$ cat config.mk
export PLATFORM = sky130hd
export DESIGN_NAME = reg_slice_cfg
export DESIGN_NICKNAME = d
export VERILOG_FILES = /design/src/rtl/reg_slice_cfg.sv
export SDC_FILE = /design/constraint.sdc
export NUM_CORES = 1
export LEC_CHECK = 0
export ABC_CLOCK_PERIOD_IN_PS = 7500
export BUFFER_PORTS_ARGS = -buffer_cell sky130_fd_sc_hd__buf_4
export CAP_MARGIN = 15
export CORE_UTILIZATION = 55
export DETAILED_ROUTE_END_ITERATION = 8
export GPL_TIMING_DRIVEN = 0
export PLACE_DENSITY = 0.83
export SLEW_MARGIN = 25
export SYNTH_ARGS = -nofsm -noshare
export SYNTH_HDL_FRONTEND = slang
export SYNTH_SLANG_ARGS = --single-unit
$ cat constraint.sdc
create_clock -name clk -period 7.5 [get_ports clk]
set_input_delay 1.125 -clock clk [delete_from_list [all_inputs] [get_ports clk]]
set_output_delay 1.125 -clock clk [all_outputs]
set_load 0.01 [all_outputs]
$ cat src/rtl/reg_slice_cfg.sv
// Configurable valid/ready register slice: bypass, forward-registered,
// backward-registered (skid) or fully registered two-entry buffer.
module reg_slice_cfg #(
    parameter int unsigned PLD_WIDTH = 32,
    parameter int unsigned MODE      = 3
) (
    input  logic                 clk,
    input  logic                 rst,
    input  logic                 s_vld,
    output logic                 s_rdy,
    input  logic [PLD_WIDTH-1:0] s_pld,
    output logic                 m_vld,
    input  logic                 m_rdy,
    output logic [PLD_WIDTH-1:0] m_pld,
    output logic [1:0]           occ
);

    if (PLD_WIDTH < 1 || MODE > 3) begin : g_bad_cfg
        $error("reg_slice_cfg: PLD_WIDTH must be >= 1 and MODE must be 0..3");
    end

    if (MODE == 0) begin : g_bypass
        // Pure wires; clock and reset have no role here.
        logic unused_clk_rst;
        assign unused_clk_rst = clk ^ rst;
        assign m_vld = s_vld;
        assign m_pld = s_pld;
        assign s_rdy = m_rdy;
        assign occ   = 2'd0;
    end else if (MODE == 1) begin : g_fwd
        logic                 m_vld_q, m_vld_d;
        logic [PLD_WIDTH-1:0] m_pld_q, m_pld_d;

        always_comb begin
            m_vld_d = m_vld_q;
            m_pld_d = m_pld_q;
            if (s_vld && s_rdy) begin
                m_vld_d = 1'b1;
                m_pld_d = s_pld;
            end else if (m_rdy) begin
                m_vld_d = 1'b0;
            end
        end

        always_ff @(posedge clk) begin
            if (rst) m_vld_q <= 1'b0;
            else     m_vld_q <= m_vld_d;
        end

        always_ff @(posedge clk) begin
            m_pld_q <= m_pld_d;
        end

        assign s_rdy = ~m_vld_q | m_rdy;
        assign m_vld = m_vld_q;
        assign m_pld = m_pld_q;
        assign occ   = {1'b0, m_vld_q};
    end else if (MODE == 2) begin : g_bwd
        logic                 skid_vld_q, skid_vld_d;
        logic [PLD_WIDTH-1:0] skid_pld_q, skid_pld_d;
        logic                 s_rdy_q, s_rdy_d;

        // Skid catches the beat accepted in a cycle the sink stalled.
        always_comb begin
            skid_vld_d = skid_vld_q;
            skid_pld_d = skid_pld_q;
            if (skid_vld_q && m_rdy) begin
                skid_vld_d = 1'b0;
            end else if (s_vld && s_rdy_q && !m_rdy) begin
                skid_vld_d = 1'b1;
                skid_pld_d = s_pld;
            end
            s_rdy_d = ~skid_vld_d;
        end

        always_ff @(posedge clk) begin
            if (rst) begin
                skid_vld_q <= 1'b0;
                s_rdy_q    <= 1'b1;
            end else begin
                skid_vld_q <= skid_vld_d;
                s_rdy_q    <= s_rdy_d;
            end
        end

        always_ff @(posedge clk) begin
            skid_pld_q <= skid_pld_d;
        end

        assign s_rdy = s_rdy_q;
        assign m_vld = s_vld | skid_vld_q;
        assign m_pld = skid_vld_q ? skid_pld_q : s_pld;
        assign occ   = {1'b0, skid_vld_q};
    end else if (MODE == 3) begin : g_full
        logic                 out_vld_q, out_vld_d;
        logic [PLD_WIDTH-1:0] out_pld_q, out_pld_d;
        logic                 skid_vld_q, skid_vld_d;
        logic [PLD_WIDTH-1:0] skid_pld_q, skid_pld_d;
        logic                 s_rdy_q, s_rdy_d;
        logic                 up, dn;

        assign up = s_vld & s_rdy_q;
        assign dn = out_vld_q & m_rdy;

        // s_rdy_q mirrors ~skid_vld_q, so an upstream beat never meets a full skid.
        always_comb begin
            out_vld_d  = out_vld_q;
            out_pld_d  = out_pld_q;
            skid_vld_d = skid_vld_q;
            skid_pld_d = skid_pld_q;
            if (dn) begin
                if (skid_vld_q) begin
                    out_pld_d  = skid_pld_q;
                    skid_vld_d = 1'b0;
                end else if (up) begin
                    out_pld_d = s_pld;
                end else begin
                    out_vld_d = 1'b0;
                end
            end else if (up) begin
                if (!out_vld_q) begin
                    out_vld_d = 1'b1;
                    out_pld_d = s_pld;
                end else begin
                    skid_vld_d = 1'b1;
                    skid_pld_d = s_pld;
                end
            end
            s_rdy_d = ~skid_vld_d;
        end

        always_ff @(posedge clk) begin
            if (rst) begin
                out_vld_q  <= 1'b0;
                skid_vld_q <= 1'b0;
                s_rdy_q    <= 1'b1;
            end else begin
                out_vld_q  <= out_vld_d;
                skid_vld_q <= skid_vld_d;
                s_rdy_q    <= s_rdy_d;
            end
        end

        always_ff @(posedge clk) begin
            out_pld_q  <= out_pld_d;
            skid_pld_q <= skid_pld_d;
        end

        assign s_rdy = s_rdy_q;
        assign m_vld = out_vld_q;
        assign m_pld = out_pld_q;
        assign occ   = {1'b0, out_vld_q} + {1'b0, skid_vld_q};
    end

endmodule

**Word level (Yosys, flattened, before mapping)**

Cells that the tools add are included.

- Eq/ne operators: 3
- Bitwise logic cells: 4
- Mux-type cells: 12
- Add/sub/neg operators: 1
- Reductions and logical operators: 5

Operators with widths:

| operator | count |
|---|---|
| $mux 32 | 5 |
| $reduce_and 3->1 | 3 |
| $mux 1 | 7 |
| $ne 2x2->1 const B | 2 |
| $reduce_bool 2->1 | 2 |
| $add 1x1->2 | 1 |
| $and 1x1->1 | 2 |
| $ne 2x1->1 const B | 1 |
| $not 1->1 | 2 |

- Logic and storage cells: 30
- Flip-flop bits (word level): 67
- Input bits: 36
- Output and inout port bits: 36

**Longest topological paths before layout**

- Depth in word-level cells: 4
- Mapped depth: 4
- Depth with buffers taken out: 4

**Worst setup path after synthesis**

Ideal clock, no wire load.

- Kind: input-to-reg
- Start point: input m_rdy
- End point: register g_full.out_pld_q[0], in the netlist m_pld[0], enable pin
- Data arrival time: 3.616 ns
- Data required time: 7.039 ns
- Path buffers: 0
- Library setup time: 0.461 ns
- Cell stages on the path: 3
- Setup slack: 3.423 ns
- Cells stage by stage: nand2_1 > ha_1 > nor3_1

- Word-level cells in the longest chain between the ends: 3
- Elaborated cells on any way between the ends: 4
- Those cells by class: eq/ne (1); bitwise (1); reduce/logical (2)

Ends and longest elaborated chain:

| item | RTL line | text |
|---|---|---|
| from (decl) | 13 | `input logic m_rdy,` |
| $and 1x1->1 (*) | 103 | `assign dn = out_vld_q & m_rdy;` |
| $ne 2x1->1 (no source line) or $reduce_bool 2->1 (tied branches) | - |  |
| $reduce_and 3->1 (no source line) (*) | - |  |
| to (signal assigned) | 145 | `out_pld_q <= out_pld_d;` |
| to (decl) | 96 | `logic [PLD_WIDTH-1:0] out_pld_q, out_pld_d;` |

Mark *: on every way between the ends. The rest lies on a longest branch, timed or not.
A chain may end at the register's enable or synchronous reset.

**Final worst setup path**

- Start point: register g_full.out_vld_q, in the netlist m_vld
- End point: output occ[0]

- Word-level cells in the longest chain between the ends: 1

Ends and longest elaborated chain:

| item | RTL line | text |
|---|---|---|
| from (decl) | 95 | `logic out_vld_q, out_vld_d;` |
| from (signal assigned) | 138 | `out_vld_q <= out_vld_d;` |
| $add 1x1->2 | 152 | `assign occ = {1'b0, out_vld_q} + {1'b0, skid_vld_q};` |
| to (decl) | 15 | `output logic [1:0] occ` |

Every way passes these cells.

==> flow_summary.toml <==
[floorplan]
std_cell_rows = 24
die_x_um = 70.99
die_y_um = 70.99
floorplan.initialDensity_pct = 58.50
design.die.area_um2 = 5039
core_area_um2 = 4474
ios = 72

[clock_network]
clock_path_buffers = 2
hold_buffers = 0
cts_setup_buffers = 0
cts_buffers = 9
clock_sinks = 67
clk_latency_ns = 0.34
cts_tree = "yes"
cts_max_level = 3
ctsResizeCount = 0
clkTransAtPathRegs_ns = 0.08
cts_root_buf = "clkbuf_8"

[critical_path]
worstRegToRegCells = 6
startpoint_type = "flip-flop"
crit_end = "occ[0]"
cp-end-kind = "output pin"
crit_start = "m_vld"
r2r-end = "g_full.skid_pld_q[1]"
arrival_ns = 1.40
reg2reg_slack_ns = 5.38
required_ns = 6.38
reg2reg_from = "m_vld"
cp_max_fo = 9
crit_type = "reg2out"

[synth]
syn_avg_cell_area_um2 = 21.63
synth.distinct_cells = 17
postSynthCellCount = 121
synth_fp_nets = 160
synth_compound_area_share_pct = 0.3824
ys_ff_latch = 67
syn_area_um2 = 2618
ys_warn_count = 0
yosysSeqAreaShare_pct = 75.72
synth-xor-area-share_pct = 0
synthSimpleGateAreaFrac_pct = 2.820
synthMuxAreaShare_pct = 18.07
synthAdderAreaFrac_pct = 1.434
synth_top_family_by_area = "multiplexers"

[final_layout]
fin_nets = 249
utilization_pct = 78.36
n_antenna_cell = 0
drive_gt1_share_pct = 61.40
n_fill_cell = 252
multi_input_area_um2 = 604.3
syn_to_final_growth_pct = 33.94
seqCellArea_um2 = 1982

[routing]
route.detailed.drc = 5
via_per_inst = 5.251
routedWlPerCell_um = 17.66
wl_mm = 4.714
vias = 1402
ant_nets = 0
drtPass1Iterations = 6
first_iter_violations = 84

[worst_hold_path]
hold_path.class = "reg2reg"

[sta]
worstMarginPinSlew_ns = 0.7308
fin_skew_ns = 0.008274
finalCritPeriodShare_pct = 33.65
fin_crit_ns = 2.524
fmax_ghz = 0.3962
rsz0062_at_grt = "false"
finalHoldViolCount = 0
hold_ws_ns = 0.5474
drv_slew = 0
slew_headroom_pct = 51.01
fin_ws_ns = 4.976
setup_viol = 0
tns_ns = 0

[run_status]
violations = "design-rule violations"
status = "complete, but fails checks"

[grt]
grt.total_usage_pct = 20.86
overflow = 0
grt_pass1_wl_mm = 7.424
grt_max_degree = 13
grt_pass1_vias = 1455
antenna_found_initial = 0

[power_and_ir_drop]
p_leak_nw = 1.473
power_w = 0.0008822
ir_drop_mv = 0.1884
pwr_density_cell_nw_per_um2 = 251.6

[placed_design]
gp_congestion = 0.7198
io_buffers = 71
post-place-ws_ns = 4.697
hpwl_mm = 3.454

[job]
cap_viol_max_count = 0
[cell usage after synthesis (all sizes together)]
cell type	count	area, um^2
a21oi	2	10.01
nor2b	1	6.260
edfxtp	64	1922
and3b	1	8.760
dfxtp	3	60.06
buf	3	33.78
nor2	1	3.750
inv	2	7.510
nand3	2	15.01
and4b	1	10.01
mux2	32	473.0
nand2	2	7.510
ha	3	37.54
nor3	3	15.01
nand3b	1	7.510
[area by class of cell]
type	instances	area share, %
Clock inverter	7	2.641
Timing Repair Buffer	78	17.02
Buffer	3	0.9636
Sequential cell	67	56.53
Clock buffer	9	3.533
Tap cell	52	1.856
Multi-Input combinational cell	49	17.24
Inverter	2	0.2141
[cell usage in the layout, fill, tap and decap left out, types with 2 or more instances in the layout]
cell / count
clkinv_2: 2
clkbuf_8: 9
nor3_2: 2
a21oi_1: 2
mux2_2: 2
inv_1: 2
dfxtp_1: 3
bufinv_16: 2
buf_4: 75
clkinvlp_4: 3
buf_6: 6
nand2_1: 2
edfxtp_1: 64
mux2_4: 30
ha_1: 3
[registers in the layout (all words and copies together) (netlist names)]
signal,cells
m_pld,32
g_full.skid_vld_q,1
m_vld,1
s_rdy,1
g_full.skid_pld_q,32
[cells by family (layout without fill, tap and decap cells)]
family | after synthesis | in the layout
compound gates | 2 | 2
flops | 67 | 67
buf+inv | 5 | 99
fa+ha+maj | 3 | 3
simple gates | 12 | 12
mux | 32 | 32
[worst min path at each step]
stage,start,end,cells past startpoint
final,g_full.skid_pld_q[8],m_pld[8],1
after global routing,g_full.skid_pld_q[24],m_pld[24],1
after CTS,g_full.skid_pld_q[8],m_pld[8],1
after detailed placement,g_full.skid_pld_q[24],m_pld[24],1
after global placement,s_rdy,s_rdy,2
after floorplan,g_full.skid_pld_q[0],m_pld[0],1
[report_power, final]
part           total [W]  internal [W]  leakage [nW]  switching, W
Clock           0.000321      0.000186         0.101      0.000136
Sequential      0.000451      0.000441         0.614    0.00000970
Combinational   0.000110     0.0000607         0.757     0.0000491
[worst max-delay path: stages, from the launching register on]
cell and delay (ns):
dfxtp_1 0.49, inv_1 0.13, ha_1 0.30, buf_4 0.14
[per-stage QoR]
step	instances	cell area (um^2)
detailed placement	251	3289
floorplan	121	2618
finish	267	3506
CTS	267	3506
global placement	244	3216
global route	267	3506
[per-layer routing]
layer / up-vias / GRT usage (%) / routed length (um)
met3: 6 / 6.410 / 244
met4: 0 / 10.67 / 75
met5: - / 0 / 0
met2: 49 / 35.15 / 2522
li1: 653 / - / -
met1: 694 / 24.24 / 1872
(Power assumes the default switching activity.)
